`config.mk`:
```
export PLATFORM = sky130hd
export DESIGN_NAME = rtc_lectura_ad
export DESIGN_NICKNAME = d
export VERILOG_FILES = /design/src/rtl/rtc_lectura_ad_pkg.sv /design/src/rtl/rtc_lectura_ad_temporizador_fase.sv /design/src/rtl/rtc_lectura_ad.sv
export SDC_FILE = /design/constraint.sdc
export NUM_CORES = 1
export LEC_CHECK = 0
export BUFFER_PORTS_ARGS = -buffer_cell sky130_fd_sc_hd__buf_2
export CORE_AREA = 5 5 51 57
export CTS_BUF_LIST = sky130_fd_sc_hd__clkbuf_2
export DETAILED_ROUTE_END_ITERATION = 7
export DIE_AREA = 0 0 56 62
export PLACE_DENSITY = 0.9
export SLEW_MARGIN = 10
export SYNTH_ARGS = -nofsm -noshare
export SYNTH_HDL_FRONTEND = slang
export SYNTH_SLANG_ARGS = --single-unit
```
`constraint.sdc`:
```
create_clock -name clk -period 4 [get_ports clk]
set_input_delay 0.2 -clock clk [delete_from_list [all_inputs] [get_ports clk]]
set_output_delay 0.2 -clock clk [all_outputs]
set_load 0.05 [all_outputs]
```
`src/rtl/rtc_lectura_ad_pkg.sv`:
```
// Shared definitions for the RTC read-transaction controller.
//   estado_t          FSM state encoding of rtc_lectura_ad
//   T_*_DEF           default strobe / phase widths in clk cycles
//   RTC_DIR_*         RTC register addresses (clock/calendar map)
//   max_int           helper used to size the phase timer
package rtc_lectura_ad_pkg;

    typedef enum logic [2:0] {
        IDLE       = 3'd0,
        ADDR_SETUP = 3'd1,
        ADDR_WR    = 3'd2,
        ADDR_HOLD  = 3'd3,
        TURN       = 3'd4,
        DATA_RD    = 3'd5,
        DATA_HOLD  = 3'd6,
        DONE       = 3'd7
    } estado_t;

    localparam int T_PULSO_DEF  = 10;
    localparam int T_ESPERA_DEF = 4;

    localparam logic [7:0] RTC_DIR_SEGUNDOS = 8'h00;
    localparam logic [7:0] RTC_DIR_MINUTOS  = 8'h02;
    localparam logic [7:0] RTC_DIR_HORAS    = 8'h04;
    localparam logic [7:0] RTC_DIR_DIA_SEM  = 8'h06;
    localparam logic [7:0] RTC_DIR_FECHA    = 8'h07;
    localparam logic [7:0] RTC_DIR_MES      = 8'h08;
    localparam logic [7:0] RTC_DIR_ANIO     = 8'h09;

    function automatic int max_int(input int a, input int b);
        return (a > b) ? a : b;
    endfunction

endpackage

```
`src/rtl/rtc_lectura_ad_temporizador_fase.sv`:
```
// Loadable phase down-counter shared by all timed states.
//   clk, reset  clock, synchronous active-high reset
//   carga       load `valor` this edge (state entry)
//   valor       phase length in cycles (>= 1)
//   fin         high in the last cycle of the loaded phase
module temporizador_fase #(
    parameter int ANCHO = 4
) (
    input  logic             clk,
    input  logic             reset,
    input  logic             carga,
    input  logic [ANCHO-1:0] valor,
    output logic             fin
);

    logic [ANCHO-1:0] cuenta;

    always_ff @(posedge clk) begin
        if (reset) begin
            cuenta <= '0;
        end else if (carga) begin
            cuenta <= valor;
        end else if (cuenta != '0) begin
            cuenta <= cuenta - ANCHO'(1);
        end
    end

    // Loading N makes the count read N..1 over N cycles; 1 marks the last one.
    assign fin = (cuenta == ANCHO'(1));

endmodule

```
`src/rtl/rtc_lectura_ad.sv`:
```
// RTC read-transaction controller for the multiplexed AD bus.
// A rising edge on `start` runs address phase, turnaround and data phase,
// then presents the captured byte on `data_out` with a one-cycle `done`.
//   clk, reset        clock, synchronous active-high reset
//   start, addr       request level and register address (sampled at launch)
//   ad_in             AD bus value from the pad
//   ad_out, ad_oe     AD bus drive value and output enable
//   cs_n, rd_n, wr_n  RTC strobes, active-low
//   ad_sel            0 = address cycle, 1 = data cycle
//   data_out, done    captured byte, one-cycle update pulse
//   busy              transaction in progress
//
// state      | meaning
// -----------+---------------------------------------------
// IDLE       | bus released, waiting for a start edge
// ADDR_SETUP | address driven, cs_n low, before wr_n
// ADDR_WR    | wr_n low, RTC latches the address
// ADDR_HOLD  | address held after wr_n rises
// TURN       | bus released, cs_n high, turnaround
// DATA_RD    | rd_n low, RTC drives the bus
// DATA_HOLD  | rd_n high, cs_n still low
// DONE       | data_out valid, done pulse
module rtc_lectura_ad
    import rtc_lectura_ad_pkg::*;
#(
    parameter int T_PULSO  = T_PULSO_DEF,
    parameter int T_ESPERA = T_ESPERA_DEF
) (
    input  logic       clk,
    input  logic       reset,
    input  logic       start,
    input  logic [7:0] addr,
    input  logic [7:0] ad_in,
    output logic [7:0] ad_out,
    output logic       ad_oe,
    output logic       cs_n,
    output logic       rd_n,
    output logic       wr_n,
    output logic       ad_sel,
    output logic [7:0] data_out,
    output logic       busy,
    output logic       done
);

    localparam int ANCHO = $clog2(max_int(T_PULSO, T_ESPERA) + 1);
    localparam logic [ANCHO-1:0] DUR_PULSO  = ANCHO'(T_PULSO);
    localparam logic [ANCHO-1:0] DUR_ESPERA = ANCHO'(T_ESPERA);
    localparam logic [ANCHO-1:0] DUR_DONE   = ANCHO'(1);

    estado_t          estado, estado_sig;
    logic             start_reg;
    logic             lanzar;
    logic [7:0]       addr_lat;
    logic             carga;
    logic [ANCHO-1:0] valor;
    logic             fin;

    // Only a fresh low->high edge seen in IDLE launches; edges during a
    // transaction are dropped, and a level still high afterwards is not an edge.
    assign lanzar = start & ~start_reg & (estado == IDLE);

    always_ff @(posedge clk) begin
        if (reset) begin
            estado    <= IDLE;
            start_reg <= 1'b1;
            addr_lat  <= '0;
            data_out  <= '0;
        end else begin
            estado    <= estado_sig;
            start_reg <= start;
            if (lanzar) begin
                addr_lat <= addr;
            end
            // Sample while rd_n is still low, on the edge that ends DATA_RD.
            if (estado == DATA_RD && fin) begin
                data_out <= ad_in;
            end
        end
    end

    temporizador_fase #(
        .ANCHO (ANCHO)
    ) u_temporizador_fase (
        .clk   (clk),
        .reset (reset),
        .carga (carga),
        .valor (valor),
        .fin   (fin)
    );

    always_comb begin
        estado_sig = estado;
        carga      = 1'b0;
        valor      = DUR_ESPERA;
        case (estado)
            IDLE: begin
                if (lanzar) begin
                    estado_sig = ADDR_SETUP;
                    carga      = 1'b1;
                    valor      = DUR_ESPERA;
                end
            end
            ADDR_SETUP: begin
                if (fin) begin
                    estado_sig = ADDR_WR;
                    carga      = 1'b1;
                    valor      = DUR_PULSO;
                end
            end
            ADDR_WR: begin
                if (fin) begin
                    estado_sig = ADDR_HOLD;
                    carga      = 1'b1;
                    valor      = DUR_ESPERA;
                end
            end
            ADDR_HOLD: begin
                if (fin) begin
                    estado_sig = TURN;
                    carga      = 1'b1;
                    valor      = DUR_ESPERA;
                end
            end
            TURN: begin
                if (fin) begin
                    estado_sig = DATA_RD;
                    carga      = 1'b1;
                    valor      = DUR_PULSO;
                end
            end
            DATA_RD: begin
                if (fin) begin
                    estado_sig = DATA_HOLD;
                    carga      = 1'b1;
                    valor      = DUR_ESPERA;
                end
            end
            DATA_HOLD: begin
                if (fin) begin
                    estado_sig = DONE;
                    carga      = 1'b1;
                    valor      = DUR_DONE;
                end
            end
            DONE: begin
                if (fin) begin
                    estado_sig = IDLE;
                end
            end
            default: begin
                estado_sig = IDLE;
            end
        endcase
    end

    always_comb begin
        cs_n   = 1'b1;
        rd_n   = 1'b1;
        wr_n   = 1'b1;
        ad_sel = 1'b0;
        ad_oe  = 1'b0;
        ad_out = '0;
        busy   = 1'b1;
        done   = 1'b0;
        case (estado)
            IDLE: begin
                busy = 1'b0;
            end
            ADDR_SETUP, ADDR_HOLD: begin
                cs_n   = 1'b0;
                ad_oe  = 1'b1;
                ad_out = addr_lat;
            end
            ADDR_WR: begin
                cs_n   = 1'b0;
                wr_n   = 1'b0;
                ad_oe  = 1'b1;
                ad_out = addr_lat;
            end
            TURN: begin
                ad_sel = 1'b1;
            end
            DATA_RD: begin
                cs_n   = 1'b0;
                rd_n   = 1'b0;
                ad_sel = 1'b1;
            end
            DATA_HOLD: begin
                cs_n   = 1'b0;
                ad_sel = 1'b1;
            end
            DONE: begin
                busy = 1'b0;
                done = 1'b1;
            end
            default: begin
                busy = 1'b0;
            end
        endcase
    end

endmodule

```
Word level (Yosys, flattened, before mapping)
Cells that the tools add are included.

cells by class
  add/sub/neg operators = 1
  eq/ne operators = 16
  multiplexer cells = 25
  bitwise logic cells = 3
  reductions and logical operators = 11

operators by type and width
  kind                   count
  $mux W3                9
  $pmux W3 S8            1
  $ne A2 B2 Y1 const B   8
  $eq A3 B3 Y1 const B   4
  $mux W4                3
  $mux W1                9
  $mux W8                1
  $pmux W4 S2            1
  $reduce_and A8 Y1      1
  $eq A3 B2 Y1 const B   2
  $reduce_or A3 Y1       2
  $reduce_or A6 Y1       1
  $reduce_or A5 Y1       1
  $eq A4 B1 Y1 const B   1
  $reduce_bool A4 Y1     1
  $reduce_or A2 Y1       2
  $sub A4 B1 Y4 const B  1
  $eq A3 B1 Y1 const B   1
  $logic_not A3 Y1       1
  $and A1 B1 Y1          2
  $pmux W1 S2            1
  $reduce_bool A2 Y1     1
  $logic_and A1 B1 Y1    1
  $not A1 Y1             1

storage, ports and cells
  register bits after elaboration = 24
  input port bits = 19
  output and inout bits = 23

Depth between registers and ports, before layout
Gate-level depths: netlist of the first run.

  depth after elaboration = 6
  depth in mapped cells = 6
  mapped depth without buffers = 6

By module
Synthesis of the first run repeated with hierarchy kept, for this count alone.

second synthesis, totals
  cells, all modules = 140
  area total of the unflattened synthesis = 1,214.9 µm²

by module, submodules not included
  module             times used  cells an instance  area an instance (µm²)  seq. area each (µm²)
  rtc_lectura_ad     1           113                968.4                   400.4
  temporizador_fase  1           27                 246.5                   80.1

Worst setup path before layout of the first run
No wires, ideal clock.

  path kind = register to output
  from = register estado[1]
  to = output ad_out[0]
  arrival = 1.899 ns
  data required time = 3.800 ns
  path slack = 1.901 ns
  stages on the path, launching flop included = 5
  buffers on the path = 1
  path through = dfxtp_1 -> buf_2 -> nor2_1 -> nor2_1 -> and2_1

between the ends
  word-level cells in the longest chain between the ends = 3
  elaborated cells between the ends (all ways) = 5
  classes of those cells = eq/ne (3); mux (1); reduce/logical (1)

ends and longest elaborated chain
  what                                                 RTL line               RTL
  start: declaration                                   rtc_lectura_ad.sv:50   estado_t estado, estado_sig;
  start signal: assignment                             rtc_lectura_ad.sv:69   estado <= estado_sig;
  $eq A3 B2 Y1 / $eq A3 B1 Y1 (equally long branches)  rtc_lectura_ad.sv:165  case (estado)
  $reduce_or A3 Y1 (no source line) *                  n/a
  $mux W8 *                                            rtc_lectura_ad.sv:165
  end: declaration                                     rtc_lectura_ad.sv:34   output logic [7:0] ad_out,

Mark *: on every way between the ends. The rest lies on a longest branch, timed or not.

Worst setup path in the final report of the first run
  from = register estado[0]
  to = output ad_out[5]

Same word-level chain as after synthesis.

==> metrics.yaml, run 1 <==
status: "complete, no violations"
drt-vias-per-instance: 5.21
rows: 18
setup_ws_ns: 1.93
ir_drop_uv: 233
min_path_type: "primary input to flop"
start_util: 0.516
area_growth_pct: 19.8
antenna_left: 0
tightest_slew_ns: 0.572
layout.nets: 195
cpMostUsedCell: "nor2_1"
pre_cts_slack_ns: 2.21
clk_latency_ns: 0.32
die_h_um: 62
finalCriticalPeriod_ns: 2.07
setup_viol: 0
final_layout_size_suffix_gt1_frac: 0.314
endpoint_kind: "output port"
post-route-period-util: 0.519
h-tree-depth: 1
grt_overflow_total: 0
rsz0062_at_grt: "false"
drc: 0
cp.arrival_ns: 1.87
cts_buffers: 3
timing.rr.end: "u_temporizador_fase.cuenta[0]"
cp_cell_sequence: "nor2_1 > nor2_1 > and2_1 > buf_2"
grt_pass1_wl_um: 4270
grt_usage: 0.152
layout_commonest_cell: "buf_2"
wl_per_cell_um: 12.8
cp.required_ns: 3.80
top_regs: "addr_lat x8, data_out x8, u_temporizador_fase.cuenta x4"
ctsHoldBuffers: 0
postCtsSetupRepairBufs: 0
core_area_um2: 2230
gp_congestion: 0.817
slew_headroom: 0.618
yosysUniqueCellTypes: 35
ys_warn_count: 0
clock.fmax_mhz: 482
syn-cell-area_um2: 1150
setup_tns_ns: 0
critPathMaxFanout: 12
antenna_found_initial: 0
root_buffer: "clkbuf_2"
whs_endpoint: "start_reg"
path_clk_slew_ns: 0.21
critPathMaxStageDelay_ns: 0.59
holdWs_ns: 0.0662
min_from: "start"
vias: 1052
cts.sinks: 24
start_kind: "flop"
r2r-start: "u_temporizador_fase.cuenta[1]"
post_synth.cell_area_avg_um2: 8.59
startpoint: "estado[0]"
ys_seq_area_frac: 0.417
synth_cells: 134
syn-num-nets: 156
ios: 42
max-cap-violations: 0
reg2reg_depth: 6
drt-total-wl_um: 2590
mostFrequentLayoutCells: "buf_2 (41), dfxtp_1 (24), nand2_1 (21)"
die_w_um: 56
hold_viol: 0
hpwl_um: 2010
grt_max_degree: 25
slew_viol_final: 0
firstDrtPassIters: 6
fin_skew_ns: 0.00269
p_per_area_nw_per_um2: 433
tritoncts: "done"
crit_path_top_delay_cell: "dfxtp_1"
min_path_cells: 2
grt_pass1_vias: 1002
diodes: 0
cts_resized: 0
p_leak_nw: 0.603
drtIter0Drc: 20
crit_type: "flop to output port"
portBuffers: 41
r2r_slack_ns: 2.14
dieArea_um2: 3470
clock_path_buffers: 2
yosys_register_bits: 24
==> final cells by class <==
| type | count | area (um^2) |
|---|---|---|
| clock buffer | 3 | 15.0 |
| clock inverter | 1 | 3.75 |
| fill | 212 | 851 |
| inverter | 2 | 7.51 |
| multi-input combinational | 101 | 629 |
| sequential | 24 | 480 |
| tap | 30 | 37.5 |
| timing repair buffer | 41 | 205 |
==> critical path, delay by kind of cell, from the launching register on <==
kind	cells	cell delay (ns)
simple gates	3	0.71
buf+inv	1	0.26
flops	1	0.59
==> Yosys cell counts (all sizes together) <==
| library cell | number | area, um^2 |
|---|---|---|
| clkbuf | 3 | 11.3 |
| and2 | 9 | 56.3 |
| nand3 | 1 | 5.00 |
| or2 | 2 | 12.5 |
| xor2 | 3 | 26.3 |
| a311oi | 1 | 8.76 |
| mux2 | 2 | 22.5 |
| buf | 4 | 22.5 |
| xnor2 | 1 | 8.76 |
| nor2 | 19 | 78.8 |
| nand2b | 1 | 6.26 |
| nor4 | 1 | 6.26 |
| inv | 2 | 7.51 |
| or3 | 1 | 11.3 |
| nor3 | 3 | 20.0 |
| and3 | 1 | 6.26 |
| mux2i | 8 | 80.1 |
| nor3b | 2 | 15.0 |
| a21oi | 10 | 50.1 |
| a31oi | 2 | 12.5 |
| nand3b | 1 | 7.51 |
| a211oi | 1 | 7.51 |
| o31ai | 1 | 7.51 |
| a21boi | 1 | 7.51 |
| a2111oi | 1 | 8.76 |
| dfxtp | 24 | 480 |
| ha | 3 | 37.5 |
| and4b | 1 | 10.0 |
| a221oi | 1 | 8.76 |
| or3b | 3 | 28.8 |
| nand2 | 21 | 78.8 |
==> worst max-delay path by stage <==
stage	endpoint	slack [ns]	depth (start not counted)
6_report	ad_out[5]	1.93	4
3_3_place_gp	u_temporizador_fase.cuenta[3]	2.33	6
2_1_floorplan	ad_out[0]	1.90	4
3_5_place_dp	u_temporizador_fase.cuenta[0]	2.21	6
5_1_grt	ad_out[5]	1.69	4
4_1_cts	ad_out[5]	1.88	4
==> power by group <==
group | internal (W) | leakage [nW] | total, W | switching (W)
sequential | 0.000263 | 0.195 | 0.000291 | 0.0000277
clock | 0.0000217 | 0.0140 | 0.0000896 | 0.0000679
combinational | 0.0000930 | 0.394 | 0.000217 | 0.000124
==> cells by family after synthesis <==
| group | synth area share |
|---|---|
| AND/OR/NAND/NOR | 0.298 |
| flip-flops | 0.417 |
| AO/OA/AOI/OAI | 0.0968 |
| multiplexers | 0.0891 |
| buffers and inverters | 0.0359 |
| XOR/XNOR | 0.0304 |
| adder cells (fa/ha/maj) | 0.0326 |
==> metrics by stage <==
stage / area [um^2] / util / total power [W] / instances
3_3_place_gp: 1360 / 0.610 / 0.000494 / 198
2_1_floorplan: 1150 / - / 0.000459 / 134
5_1_grt: 1380 / 0.618 / 0.000637 / 202
3_5_place_dp: 1360 / 0.610 / 0.000509 / 198
4_1_cts: 1380 / 0.618 / 0.000598 / 202
6_report: 1380 / 0.618 / 0.000598 / 202
==> per-layer routing <==
metal | track usage | part of all wire | wire length (um) | vias up
met2 | 0.277 | 0.48 | 1250 | 43
met1 | 0.167 | 0.41 | 1050 | 479
met4 | 0.0542 | 0.0046 | 12 | 0
met3 | 0.0537 | 0.10 | 267 | 2
met5 | 0 | 0 | 0 | -
li1 | - | - | - | 528
Note: power is estimated with default switching activity, not from simulation.
==> inputs of run 2 (changes only) <==
--- a/config.mk
+++ b/config.mk
@@ -6,11 +6,11 @@
 export NUM_CORES = 1
 export LEC_CHECK = 0
 export BUFFER_PORTS_ARGS = -buffer_cell sky130_fd_sc_hd__buf_2
-export CORE_AREA = 5 5 51 57
+export CORE_AREA = 5 5 52 59
 export CTS_BUF_LIST = sky130_fd_sc_hd__clkbuf_2
 export DETAILED_ROUTE_END_ITERATION = 7
-export DIE_AREA = 0 0 56 62
-export PLACE_DENSITY = 0.9
+export DIE_AREA = 0 0 57 64
+export PLACE_DENSITY = 0.86
 export SLEW_MARGIN = 10
 export SYNTH_ARGS = -nofsm -noshare
 export SYNTH_HDL_FRONTEND = slang
==> constraint.sdc (replaced) <==
create_clock -name clk -period 2.2 [get_ports clk]
set_input_delay 0.11 -clock clk [delete_from_list [all_inputs] [get_ports clk]]
set_output_delay 0.11 -clock clk [all_outputs]
set_load 0.05 [all_outputs]
==> run 2 against run 1 <==
  * The flow now finishes with violations (negative hold slack)
  * Utilization increased by 1.2 points
  * Clock power rose to 3.3 times the previous value
  * Combinational power is 88% higher
  * Total power is 110% higher
  * First-iteration DRC count up 30%
  * Critical path depth is the same
  * Largest power group unchanged
  * Clock skew up 0.017 ns
  * Highest routed layer unchanged
  * Critical endpoint is now ad_out[7]
  * Via count is 2.7% higher
  * Global-route usage down 0.13 points
  * Design area up 11%
  * Sequential cell count unchanged
  * Cell count grew 6.4%
==> metrics.yaml, run 2 (same netlist as run 1, synthesis figures left out) <==
status: "finished, violations left"
violations: "negative hold slack"
start_kind: "flop"
vias: 1080
dieArea_um2: 3650
core_area_um2: 2420
drc: 0
clkPwrFrac: 0.239
p_per_area_nw_per_um2: 806
max-cap-violations: 0
pre_cts_slack_ns: 0.430
area_growth_pct: 32.8
ir_drop_uv: 506
grt_usage: 0.151
post-route-period-util: 0.848
drt-vias-per-instance: 5.02
setup_viol: 0
setup_ws_ns: 0.334
root_buffer: "clkbuf_2"
antenna_found_initial: 0
min_path_type: "primary input to flop"
drtIter0Drc: 26
finalCriticalPeriod_ns: 1.87
portBuffers: 41
fin_skew_ns: 0.0192
grt_overflow_total: 0
mostFrequentLayoutCells: "buf_2 (41), dfxtp_1 (24), nand2_1 (21)"
grt_pass1_wl_um: 4530
cts_buffers: 3
final_layout_size_suffix_gt1_frac: 0.304
wl_per_cell_um: 12.7
drt-total-wl_um: 2730
h-tree-depth: 1
clock_path_buffers: 2
ios: 42
antenna_left: 0
p_sw_w: 0.000415
hpwl_um: 1890
layout.nets: 207
grt_max_degree: 25
endpoint_kind: "output port"
internal_power_w: 0.000818
diodes: 0
pwr-share-seq: 0.431
layout_commonest_cell: "buf_2"
grt_pass1_vias: 1057
die_h_um: 64
setup_tns_ns: 0
clk_latency_ns: 0.34
die_w_um: 57
critPathMaxFanout: 12
slew_viol_final: 0
numPlacedInstances: 199
hold_viol: 1
total_power_w: 0.00123
tritoncts: "done"
firstDrtPassIters: 6
cp.required_ns: 2.09
top_regs: "addr_lat x8, data_out x8, u_temporizador_fase.cuenta x4"
postCtsSetupRepairBufs: 0
switching_share: 0.337
holdWs_ns: -0.000133
tightest_slew_ns: 0.566
clock.fmax_mhz: 536
combPwrFrac: 0.330
path_clk_slew_ns: 0.25
rows: 19
p_leak_nw: 0.665
gp_congestion: 0.857
stdcell_count: 215
start_util: 0.475
cp.arrival_ns: 1.76
cts.sinks: 24
rsz0062_at_grt: "false"
crit_type: "flop to output port"
slew_headroom: 0.622
-- run 2: layer usage --
metal,vias up,track usage,share of wire
met4,0,0.0522,0.0048
li1,551,-,-
met3,4,0.0262,0.061
met1,491,0.174,0.43
met2,34,0.276,0.50
met5,-,0,0
-- run 2: stage by stage --
stage | area [um^2] | util | hold slack [ns]
2_1_floorplan | 1150 | - | 0.182
5_1_grt | 1530 | 0.631 | 0.000532
3_3_place_gp | 1360 | 0.561 | 0.310
3_5_place_dp | 1360 | 0.561 | 0.315
4_1_cts | 1530 | 0.630 | 0.00751
6_report | 1530 | 0.631 | -0.000133
-- run 2: critical path: stages, from the launching register on --
cell and delay [ns]:
dfxtp_1 0.58, nor2_1 0.16, nor2_2 0.25, and2_1 0.17, buf_2 0.26
-- run 2: final timing paths --
| path | startpoint | end | slack (ns) | cells after the start |
|---|---|---|---|---|
| setup reg to reg | u_temporizador_fase.cuenta[1] | u_temporizador_fase.cuenta[0] | 0.35 | 6 |
| setup / recovery | estado[0] | ad_out[7] | 0.33 | 4 |
| hold reg to reg | addr_lat[0] | addr_lat[0] | 0.47 | 2 |
| hold / removal | ad_in[7] | data_out[7] | -0.0001 | 3 |
-- run 2: area by class of cell --
| class | count | area [um^2] |
|---|---|---|
| Sequential cell | 24 | 480 |
| Inverter | 2 | 7.51 |
| Timing Repair Buffer | 53 | 325 |
| Fill cell | 216 | 896 |
| Clock inverter | 1 | 30.0 |
| Multi-Input combinational cell | 101 | 632 |
| Clock buffer | 3 | 15.0 |
| Tap cell | 31 | 38.8 |
-- run 2: power groups by stage --
stage | clock network [W] | registers (W) | logic [W]
2_1_floorplan | 0 | 0.000519 | 0.000315
3_3_place_gp | 0 | 0.000533 | 0.000368
3_5_place_dp | 0 | 0.000538 | 0.000385
4_1_cts | 0.000296 | 0.000530 | 0.000405
5_1_grt | 0.000315 | 0.000536 | 0.000448
6_report | 0.000295 | 0.000531 | 0.000407
-- run 2: timing repair --
action,in CTS,in global routing
endpoints found under the hold margin,12,0
gates resized for setup,0,1
hold buffers,12,0
endpoints found under the setup margin,0,3
